**src/rtl/ann_pkg.sv**
```systemverilog
// rtl/ann_pkg.sv - shared types, default sizes and sequencer states for the layer front-end
//
// Purpose: common definitions imported by pixel_buffer and layer_sequencer.
//   word_t       : one Q8.8 pixel / activation word
//   DEF_*        : default image length and node count
//   CNT_W        : width of the MAC step index (covers images up to 128 pixels)
//   seq_state_t  : sequencer phases for one layer pass
package ann_pkg;

  typedef logic [15:0] word_t;

  localparam int DEF_IMAGE_SIZE = 64;
  localparam int DEF_NUM_NODES  = 10;
  localparam int CNT_W          = 7;

  typedef enum logic [2:0] {
    LOAD,
    CLEAR,
    ACCUM,
    CAPTURE,
    DONE
  } seq_state_t;

endpackage

```
**src/rtl/pixel_buffer.sv**
```systemverilog
// rtl/pixel_buffer.sv - image store with single write port and full parallel read
//
// Purpose: holds one image so every node can see all pixels at once.
// Ports:
//   clk       in   system clock
//   n_rst     in   asynchronous active-low clear of every entry
//   we        in   write enable
//   idx       in   write index (CNT_W bits)
//   data      in   word written at idx
//   data_out  out  all IMAGE_SIZE entries in parallel
module pixel_buffer
  import ann_pkg::*;
#(
  parameter int IMAGE_SIZE = DEF_IMAGE_SIZE
) (
  input  logic                   clk,
  input  logic                   n_rst,
  input  logic                   we,
  input  logic [CNT_W-1:0]       idx,
  input  word_t                  data,
  output word_t [IMAGE_SIZE-1:0] data_out
);

  word_t [IMAGE_SIZE-1:0] r_mem;

  // Decode the index by comparison so the index width need not match the depth.
  always_ff @(posedge clk or negedge n_rst) begin
    if (!n_rst) begin
      r_mem <= '0;
    end else if (we) begin
      for (int i = 0; i < IMAGE_SIZE; i++) begin
        if (idx == CNT_W'(i)) begin
          r_mem[i] <= data;
        end
      end
    end
  end

  assign data_out = r_mem;

endmodule

```
**src/rtl/layer_sequencer.sv**
```systemverilog
// rtl/layer_sequencer.sv - front-end controller for one fully-connected layer pass
//
// Purpose: loads one streamed image, drives node control through a full MAC pass,
// captures all node outputs and offers them downstream with valid/ready.
// Ports:
//   clk, n_rst            clock, asynchronous active-low reset
//   abort                 synchronous flush back to LOAD (buffer/result kept)
//   pix_valid/pix_data    upstream pixel stream, pix_ready back-pressure
//   data_out              buffered image to node data_in
//   cnt_val/start/reset_acc  node control: step index, hold (1) / accumulate (0), clear
//   node_res              node outputs
//   layer_out/out_valid/out_ready  latched activations and handshake
//   busy                  high while clearing, accumulating or capturing
module layer_sequencer
  import ann_pkg::*;
#(
  parameter int IMAGE_SIZE = DEF_IMAGE_SIZE,
  parameter int NUM_NODES  = DEF_NUM_NODES
) (
  input  logic                   clk,
  input  logic                   n_rst,
  input  logic                   abort,
  input  logic                   pix_valid,
  input  word_t                  pix_data,
  output logic                   pix_ready,
  output word_t [IMAGE_SIZE-1:0] data_out,
  output logic [CNT_W-1:0]       cnt_val,
  output logic                   start,
  output logic                   reset_acc,
  input  word_t [NUM_NODES-1:0]  node_res,
  output word_t [NUM_NODES-1:0]  layer_out,
  output logic                   out_valid,
  input  logic                   out_ready,
  output logic                   busy
);

  localparam logic [CNT_W-1:0] LAST = CNT_W'(IMAGE_SIZE - 1);

  seq_state_t             r_state;
  seq_state_t             w_next_state;
  logic [CNT_W-1:0]       r_wr_idx;
  logic [CNT_W-1:0]       r_step;
  word_t [NUM_NODES-1:0]  r_layer_out;
  logic                   r_out_valid;
  logic                   w_beat;

  // A beat coinciding with abort is dropped so the flushed image starts clean.
  assign w_beat = (r_state == LOAD) && pix_valid && !abort;

  pixel_buffer #(
    .IMAGE_SIZE(IMAGE_SIZE)
  ) u_pixel_buffer (
    .clk      (clk),
    .n_rst    (n_rst),
    .we       (w_beat),
    .idx      (r_wr_idx),
    .data     (pix_data),
    .data_out (data_out)
  );

  always_ff @(posedge clk or negedge n_rst) begin
    if (!n_rst) begin
      r_state <= LOAD;
    end else begin
      r_state <= w_next_state;
    end
  end

  // Node control is decoded from the state register only, never from inputs.
  always_comb begin
    w_next_state = r_state;
    pix_ready    = 1'b0;
    start        = 1'b1;
    reset_acc    = 1'b0;
    cnt_val      = '0;
    busy         = 1'b0;
    unique case (r_state)
      LOAD: begin
        pix_ready = 1'b1;
        if (w_beat && (r_wr_idx == LAST)) begin
          w_next_state = CLEAR;
        end
      end
      CLEAR: begin
        reset_acc    = 1'b1;
        busy         = 1'b1;
        w_next_state = ACCUM;
      end
      ACCUM: begin
        start   = 1'b0;
        cnt_val = r_step;
        busy    = 1'b1;
        if (r_step == LAST) begin
          w_next_state = CAPTURE;
        end
      end
      CAPTURE: begin
        busy         = 1'b1;
        w_next_state = DONE;
      end
      DONE: begin
        if (out_ready) begin
          w_next_state = LOAD;
        end
      end
      default: begin
        w_next_state = LOAD;
      end
    endcase
    if (abort) begin
      w_next_state = LOAD;
    end
  end

  // Both counters return to zero on their last value instead of wrapping.
  always_ff @(posedge clk or negedge n_rst) begin
    if (!n_rst) begin
      r_wr_idx <= '0;
      r_step   <= '0;
    end else if (abort) begin
      r_wr_idx <= '0;
      r_step   <= '0;
    end else begin
      if (w_beat) begin
        r_wr_idx <= (r_wr_idx == LAST) ? '0 : r_wr_idx + CNT_W'(1);
      end
      if ((r_state == ACCUM) && (r_step != LAST)) begin
        r_step <= r_step + CNT_W'(1);
      end else begin
        r_step <= '0;
      end
    end
  end

  // An abort during CAPTURE leaves the previous result in place.
  always_ff @(posedge clk or negedge n_rst) begin
    if (!n_rst) begin
      r_layer_out <= '0;
      r_out_valid <= 1'b0;
    end else if (abort) begin
      r_out_valid <= 1'b0;
    end else if (r_state == CAPTURE) begin
      r_layer_out <= node_res;
      r_out_valid <= 1'b1;
    end else if ((r_state == DONE) && out_ready) begin
      r_out_valid <= 1'b0;
    end
  end

  assign layer_out = r_layer_out;
  assign out_valid = r_out_valid;

endmodule

```
**config.mk**
```make
export PLATFORM = sky130hd
export DESIGN_NAME = layer_sequencer
export DESIGN_NICKNAME = d
export VERILOG_FILES = /design/src/rtl/ann_pkg.sv /design/src/rtl/pixel_buffer.sv /design/src/rtl/layer_sequencer.sv
export SDC_FILE = /design/constraint.sdc
export NUM_CORES = 1
export LEC_CHECK = 0
export BUFFER_PORTS_ARGS = -buffer_cell sky130_fd_sc_hd__buf_2
export CAP_MARGIN = 20
export CELL_PAD_IN_SITES_DETAIL_PLACEMENT = 2
export CELL_PAD_IN_SITES_GLOBAL_PLACEMENT = 2
export CORE_AREA = 2 2 541 543
export CTS_BUF_LIST = sky130_fd_sc_hd__clkbuf_4 sky130_fd_sc_hd__clkbuf_8
export CTS_CLUSTER_SIZE = 12
export DETAILED_ROUTE_END_ITERATION = 10
export DIE_AREA = 0 0 543 545
export PLACE_DENSITY = 0.54
export SYNTH_ARGS = -nofsm -noshare
export SYNTH_HDL_FRONTEND = slang
export SYNTH_SLANG_ARGS = --single-unit
```
**constraint.sdc**
```tcl
create_clock -name clk -period 4.85 [get_ports clk]
set_clock_uncertainty 0.05 [all_clocks]
set_input_delay 0 -clock clk [delete_from_list [all_inputs] [get_ports clk]]
set_output_delay 0 -clock clk [all_outputs]
set_load 0.05 [all_outputs]
```
==> metrics.md <==
| Metric | Value |
|---|---|
| Worst-Margin Slew | around 1.1 ns |
| Die W | approximately 540 um |
| Synth Flop Type | dfrtp_1 |
| Mux cell area share after synthesis | 29.0% |
| Post-synthesis xor/xnor area fraction | 0.0746% |
| Final slew viol count | 0 |
| Total CTS buffers | approximately 230 |
| Nets | about 4800 |
| Crit path launch type | flop |
| FF+latch count, synth | 1202 |
| Total wire length | between 200000 and 250000 um |
| Number of port buffers | about 1400 |
| Reg2reg end | u_pixel_buffer.data_out[325] |
| Final setup fails | 0 |
| Layout cells sized above 1 | ~65% |
| Number of synthesized flops with an enable pin | 0 |
| Starting density of the core | roughly 16% |
| Reg2reg setup slack | roughly 1.5 ns |
| Post-DP HPWL | about 160000 um |
| Global-route wire length before repair | roughly 320000 um |
| Initial antenna violation count | between 60 and 70 |
| DRC | 0 |
| Hold Startpoint | pix_data[11] |
| TNS Setup | 0 ns |
| Max cap viols | 0 |
| Simple-gate area share of the yosys netlist | between 3 and 4% |
| Fin crit share | between 60 and 70% |
| Synth warn | 0 |
| Global placement routability congestion | roughly 0.83 |
| Syn avg cell area | roughly 17 um^2 |
| Ys async rst share | 100% |
| Critical Path RT | between 5 and 6 ns |
| Number of distinct library cells after synthesis | 50 |
| Hold Path Class | in -> reg |
| PwrDens | 358 mW/mm^2 |
| Static Leak | between 0.03 and 0.04 uW |
| VDD IR-drop max | roughly 0.22 mV |
| Grt ovf | 0 |
| Most common cell after layout, fill and taps aside | buf_2 |
| Slew headroom | 28.5% |
| Clock-pin slew on the worst setup and hold paths | 0.06 ns |
| Setup crit end kind | flop |
| Die Area | roughly 0.30 mm^2 |
| Vias per cell | 3.72 |
| Worst R2R Path Depth | 5 |
| CTS tree | built |
| Setup bufs post-CTS | 0 |
| Slowest stage cell, crit path | nand4_2 |
| Hold Buf Count CTS | between 300 and 400 |
| Syn-to-layout area delta | 43.2% |
| Syn Std Cell Area | about 0.047 mm^2 |
| Post-Syn Nets | around 3000 |
| Endpoints failing hold | 0 |
| Cells after Synth | around 2800 |
| Commonest cells after routing, fill and taps aside | buf_2, dfrtp_1, mux2_2, dlygate4sd3_1, clkbuf_8 |
| CP Max Fanout | 16 |
| Crit-path cells | inv_1 > ha_1 > and4bb_2 > nand4_2 > mux2_2 |
| Slowest stage delay, CP | 0.87 ns |
| Detailed Routing Iterations Pass 1 | 4 |
| Maximum number of pins on one net before global-route repair | approximately 170 |
| Hold path depth | 3 |
| DRT iter0 DRCs | between 1000 and 1500 |
| H-tree depth | 4 |
| Clk Latency, worst-skew pair | 1.00 ns |
| CTS-repair resized insts | 0 |
| Core Area | roughly 0.29 mm^2 |
| Boundary Pins | roughly 1400 |
| Worst Hold Path EP | u_pixel_buffer.data_out[587] |
| Die Y | roughly 550 um |
| Final Util | about 23% |
| Post-DP Area | 0.0581 mm^2 |
| Post-synthesis sequential area ratio | roughly 64% |
| CTS Root Cell | clkbuf_8 |
| # clock sinks | approximately 1200 |
| Design area | around 0.067 mm^2 |
| RSZ-0062 raised after global routing | false |
| Crit path DAT | 4.14 ns |
| Critical path class | reg -> reg |
| Post-Synth Adder-Cell Area | less than 1% |
| WL/cell | 27.1 um |
| Vias in the first global route | approximately 37000 |
| Routed Antenna Nets | 0 |
| CTS Buffer Depth | 4 |
| FP Rows | roughly 200 |
| Post-layout min period | 3.36 ns |
| Synth Area in Compound Gates | less than 1% |
| Largest family of logic cells by synthesized area | multiplexers |
| Status | finished, final reports clean |
| Worst reg2reg path startpoint | r_wr_idx[0] |
| Overall routing resource usage | approximately 16% |
| Number of vias in the routed layout | between 30000 and 40000 |
| Max Clk Rate | 297 MHz |
-- flip-flops by register name (all words and copies together) (netlist names) --
signal / cells
u_pixel_buffer.data_out: 1024
layer_out: 160
r_step: 7
r_wr_idx: 7
r_state: 3
out_valid: 1
-- layout make-up --
class                           count  area (um^2)
Inverter                            7         26.3
Tap cell                         3900         4880
Fill cell                       31600       223000
Sequential cell                  1202        30100
Multi-Input combinational cell   1338        15600
Clock buffer                      390         4850
Timing Repair Buffer             1813        11300
Antenna cell                       42          105
Clock inverter                     40          420
-- where the power goes --
group	total [uW]	switching (uW)	internal [uW]	leakage, uW
Clock	11500	4860	6620	0.00281
Sequential	10400	112	10200	0.0167
Combinational	2260	1650	613	0.0173
-- worst max path at each step --
stage | startpoint | endpoint | slack, ns | cells after the start
finish | r_wr_idx[0] | u_pixel_buffer.data_out[325] | 1.49 | 5
global route | r_wr_idx[0] | u_pixel_buffer.data_out[325] | 1.33 | 5
detailed placement | r_wr_idx[0] | u_pixel_buffer.data_out[325] | 1.54 | 5
CTS | r_wr_idx[0] | u_pixel_buffer.data_out[325] | 1.46 | 5
floorplan | r_wr_idx[1] | u_pixel_buffer.data_out[533] | 2.63 | 7
global placement | r_wr_idx[0] | u_pixel_buffer.data_out[334] | 1.61 | 5
-- routing by layer --
metal  vias to the layer above  wire (um)  global-route usage (%)
met5                         -         27                       0
met4                         4       8700                    5.63
met3                       376      20100                    4.93
met2                      1373     112000                    25.8
met1                     17200      95800                    18.7
li1                      13600          -                       -
-- cells by family after synthesis --
family | count (synthesis)
muxes | 1184
AOI/OAI and AO/OA | 23
adders and majority gates | 5
xor gates and xnor gates | 4
buffers and inverters | 237
DFF | 1202
and+or+nand+nor | 122
-- metrics by stage --
stage               setup WS (ns)  std cells  total power [uW]  hold slack [ns]
finish                       1.49       8732             24100            0.157
global route                 1.33       8706             25200           0.0919
CTS                          1.46       8690             24700           0.0330
detailed placement           1.54       7890             12600         -0.00936
global placement             1.61       7890             12500          -0.0183
floorplan                    2.63       2777             11600           -0.346
-- critical path, delay by kind of cell, from the launching register on --
kind | cells | cell delay, ns
DFF | 1 | 0.44
and+or+nand+nor | 2 | 1.62
adders and majority gates | 1 | 0.26
muxes | 1 | 0.60
buffers and inverters | 1 | 0.17
-- Yosys cell counts (10+ instances only) --
library cell  number  share of area [%]
nand4_4           44                2.0
buf_2             45               0.48
and2_1            10               0.13
buf_4             15               0.24
mux2_4            81                2.6
mux2_1            11               0.26
mux2_2          1092                 26
clkbuf_1         105               0.84
nand4_2           19               0.51
buf_6             44                1.1
dfrtp_1         1202                 64
buf_1             18               0.14
(Power assumes the default switching activity.)
